--- src/rtl/arb_mux4to1.sv ---
// arb_mux4to1: four valid/ready sources merged into one registered sink
// stream by round-robin arbitration; each word is tagged {sel1,sel0}.
module arb_mux4to1 #(
  parameter int WIDTH = 8
) (
  input  logic             clk,
  input  logic             rst,
  input  logic [WIDTH-1:0] in0,
  input  logic [WIDTH-1:0] in1,
  input  logic [WIDTH-1:0] in2,
  input  logic [WIDTH-1:0] in3,
  input  logic             valid0,
  input  logic             valid1,
  input  logic             valid2,
  input  logic             valid3,
  output logic             ready0,
  output logic             ready1,
  output logic             ready2,
  output logic             ready3,
  output logic [WIDTH-1:0] out,
  output logic             out_valid,
  input  logic             out_ready,
  output logic             sel0,
  output logic             sel1
);

  logic [WIDTH-1:0] out_q, out_d;
  logic             vld_q, vld_d;
  logic [1:0]       sel_q, sel_d;
  logic [1:0]       last_q, last_d;

  logic [3:0]       vld_in;
  logic [1:0]       gnt;
  logic             found;
  logic             load;
  logic [3:0]       rdy;
  logic [WIDTH-1:0] gnt_data;

  assign vld_in = {valid3, valid2, valid1, valid0};
  assign load   = !vld_q | out_ready;

  // Search starts just past the last grant and wraps back to it.
  always_comb begin
    found = 1'b0;
    gnt   = last_q;
    for (int k = 1; k <= 4; k++) begin
      if (!found && vld_in[last_q + 2'(k)]) begin
        found = 1'b1;
        gnt   = last_q + 2'(k);
      end
    end
  end

  always_comb begin
    gnt_data = in0;
    unique case (gnt)
      2'd0: gnt_data = in0;
      2'd1: gnt_data = in1;
      2'd2: gnt_data = in2;
      2'd3: gnt_data = in3;
    endcase
  end

  always_comb begin
    rdy = '0;
    if (load && !rst && found)
      rdy[gnt] = 1'b1;
  end

  always_comb begin
    out_d  = out_q;
    vld_d  = vld_q;
    sel_d  = sel_q;
    last_d = last_q;
    if (load) begin
      if (found) begin
        out_d  = gnt_data;
        vld_d  = 1'b1;
        sel_d  = gnt;
        last_d = gnt;
      end else begin
        vld_d  = 1'b0;
      end
    end
  end

  always_ff @(posedge clk) begin
    if (rst) begin
      out_q  <= '0;
      vld_q  <= 1'b0;
      sel_q  <= 2'd0;
      last_q <= 2'd3;
    end else begin
      out_q  <= out_d;
      vld_q  <= vld_d;
      sel_q  <= sel_d;
      last_q <= last_d;
    end
  end

  assign ready0    = rdy[0];
  assign ready1    = rdy[1];
  assign ready2    = rdy[2];
  assign ready3    = rdy[3];
  assign out       = out_q;
  assign out_valid = vld_q;
  assign sel0      = sel_q[0];
  assign sel1      = sel_q[1];

endmodule
--- config.mk ---
export PLATFORM = sky130hd
export DESIGN_NAME = arb_mux4to1
export DESIGN_NICKNAME = d
export VERILOG_FILES = /design/src/rtl/arb_mux4to1.sv
export SDC_FILE = /design/constraint.sdc
export NUM_CORES = 1
export LEC_CHECK = 0
export CAP_MARGIN = 20
export CORE_MARGIN = 1
export CORE_UTILIZATION = 34
export DETAILED_ROUTE_END_ITERATION = 12
export GPL_ROUTABILITY_DRIVEN = 0
export PLACE_DENSITY = 0.78
export SETUP_SLACK_MARGIN = 0.5
export SYNTH_ARGS = -nofsm -noshare
export SYNTH_HDL_FRONTEND = slang
export SYNTH_SLANG_ARGS = --single-unit
export TNS_END_PERCENT = 30
--- constraint.sdc ---
create_clock -name clk -period 2.25 [get_ports clk]
set_input_delay 0.45 -clock clk [delete_from_list [all_inputs] [get_ports clk]]
set_output_delay 0.45 -clock clk [all_outputs]
set_load 0.01 [all_outputs]
==> metrics.cfg <==
[placed_design]
dpl.cell_count = 184
place_hpwl_mm = 2.168
numPortBuffers = 53

[route]
drt_iter0_drc = 24
wire_per_inst_um = 17.31
routed_wl_mm = 3.323
antenna_left = 0
via_per_inst = 5.422
dr.pass1.iters = 4
drcViolationCount = 0
num_vias = 1041

[synth]
netlist_instances = 86
ys_ff_latch = 13
syn-cell-area_um2 = 785.8
synth_area_leader_cell = dfxtp_1
synth-async-reset-ratio = 0
synth_edf_count = 0
synth_flop_cell = dfxtp_1
synth_nets = 125
synth_most_common_cell = mux2i_1
syn_area_per_cell_um2 = 9.137
synthTopCellsByCount = mux2i_1 (17), dfxtp_1 (13), nand2_1 (12), nor2_1 (8), o221ai_1 (7)
synth_top_area_frac = 0.3312
yosysWarnings = 0
seq_area_frac_synth = 0.3312
synth_cell_types = 24
netlist_top_cells_area = dfxtp_1 (33%), mux2i_1 (22%), o221ai_1 (7.8%)

[floorplanning]
num_io_pins = 54
rows = 17
core-area_um2 = 2191
floorplan.die_area_um2 = 2508
die_w_um = 50.08
start_util = 0.3587
die_y_um = 50.08

[worst_hold_path]
min_from = sel_q[1]
hold_end = sel_q[1]
hp-class = reg2reg
hold_depth = 2

[timing]
setup_tns_ns = 0
holdWs_ns = 0.4746
worst_pin_slew_ns = 0.3718
finClkSkew_ns = 0.001308
finalCritPeriodShare = 0.9852
hold_viol = 0
setup_viol = 0
fmax_mhz = 451.1
drv_slew = 0
maxSlewHeadroom = 0.7498
final.min_clock_period_ns = 2.217
rsz0062_at_grt = true

[flow_run]
drv_cap = 0

[power]
vdd_drop_max_uv = 345.6
p_clk_frac = 0.169
switchingPower_mw = 0.2875
seqPwrFrac = 0.325
p_int_mw = 0.5856
p_per_area_nw_per_um2 = 524.7
finalPower_mw = 0.8731
p_leak_nw = 0.6874
switching_share = 0.3292
pwr-share-comb = 0.506

[worst_setup_path]
arrival_ns = 1.77
r2r_end = out[7]
worst_r2r_path_depth = 6
critPathCaptureType = output pin
crit_path_start_kind = register
r2r_start = last_q[1]
path_class = reg2out
critPathRequiredTime_ns = 1.80
r2r_slack_ns = 0.44
cp_max_fo = 7

[cts]
cts_buffers = 3
clkSinkCount = 13
clk-insertion-delay-late_ns = 0.28
clkSlewWorstSetupHoldPaths_ns = 0.08
tritoncts = built
cts-root-buf = clkbuf_4
clockBufferDepth = 2
cts.htree.levels = 1

[layout]
n_fill_cell = 155
layout.nets = 204
final_core_util = 0.7596
synthToLayoutAreaGrowth_pct = 111.8
final_cells = 192
drive_gt1_frac = 0.3598
multiInputGateArea_um2 = 596.8
seq_area_um2 = 264.0
diodes = 0

[global_route]
grt_use_total = 0.2505
grt_busiest_layer = met2
use_met2 = 0.4889
antenna_found_initial = 0
grt_max_degree = 11
use_met1 = 0.2542
use_met3 = 0.02469
grt_pass1_wl_mm = 4.629
grt.overflow.total = 0
grt_pass1_vias = 1027

[status]
status = complete, no violations

## registers in the layout (all words and copies together) (netlist names)
signal and cells:
out 8, last_q 2, sel_q 2, out_valid 1
## per-stage QoR
step / instance area (µm²) / setup WS, ns
5_1_grt: 1664 / -0.03951
3_5_place_dp: 1493 / -0.6604
6_report: 1664 / 0.03341
3_3_place_gp: 1493 / -0.6014
4_1_cts: 1545 / 0.07525
2_1_floorplan: 800.8 / 0.3702
## area by class of cell
| type | instances | area share |
|---|---|---|
| timing repair buffer | 78 | 0.4436 |
| inverter | 1 | 0.002256 |
| sequential | 13 | 0.1586 |
| multi-input combinational | 68 | 0.3586 |
| clock buffer | 4 | 0.01579 |
| tap | 28 | 0.02105 |
## critical path, cell delays in order (launching register included)
cell     delay, ns
dfxtp_4       0.39
mux2i_1       0.19
nor2_1        0.08
or4b_4        0.60
nor2_4        0.12
buf_6         0.11
## kinds of logic (layout without fill, tap and decap cells)
logic type,after synthesis,count (layout),share of synthesized area
buffers and inverters,5,83,0.05255
DFF,13,13,0.3312
AOI/OAI and AO/OA,17,17,0.1736
muxes,17,17,0.2166
and+or+nand+nor,34,34,0.2261
## power groups by stage
stage | registers, mW | clock network [mW] | logic, mW
after floorplan | 0.297 | 0 | 0.157
after global placement | 0.286 | 0 | 0.355
after detailed placement | 0.288 | 0 | 0.368
after CTS | 0.284 | 0.145 | 0.376
after global routing | 0.288 | 0.165 | 0.462
final | 0.284 | 0.147 | 0.442
## placed cells by master, fill, tap and decap left out, types with 2 or more instances in the layout
master,count
a21oi_1,4
buf_2,3
buf_4,17
buf_6,12
clkbuf_4,3
clkdlybuf4s50_1,42
dfxtp_1,12
dlygate4sd2_1,2
mux2i_1,13
mux2i_2,4
nand2_1,12
nand2b_1,4
nor2_1,4
nor2_4,4
nor3_1,2
o221ai_1,2
o221ai_2,6
## worst max path at each step
stage,start,to,slack [ns],depth (start not counted)
6_report,last_q[1],ready0,0.03,5
5_1_grt,last_q[1],ready0,-0.04,5
4_1_cts,out_valid,ready0,0.08,5
3_5_place_dp,valid3,ready0,-0.66,6
3_3_place_gp,valid3,ready0,-0.60,6
2_1_floorplan,valid0,ready0,0.37,4
## routing by layer
metal	part of all wire	routed length (µm)
met1	0.36	1194
met2	0.55	1835
met3	0.046	154
met4	0.042	140
met5	0	0
## repair_timing
| item | CTS | global route |
|---|---|---|
| gates resized for setup | 41 | 24 |
| pin swaps | 5 | 4 |
| setup endpoints to repair | 14 | 13 |
| buffers inserted | 3 | 1 |
| hold buffers | 0 | 0 |
No activity file was read; power rests on OpenSTA's default activity.
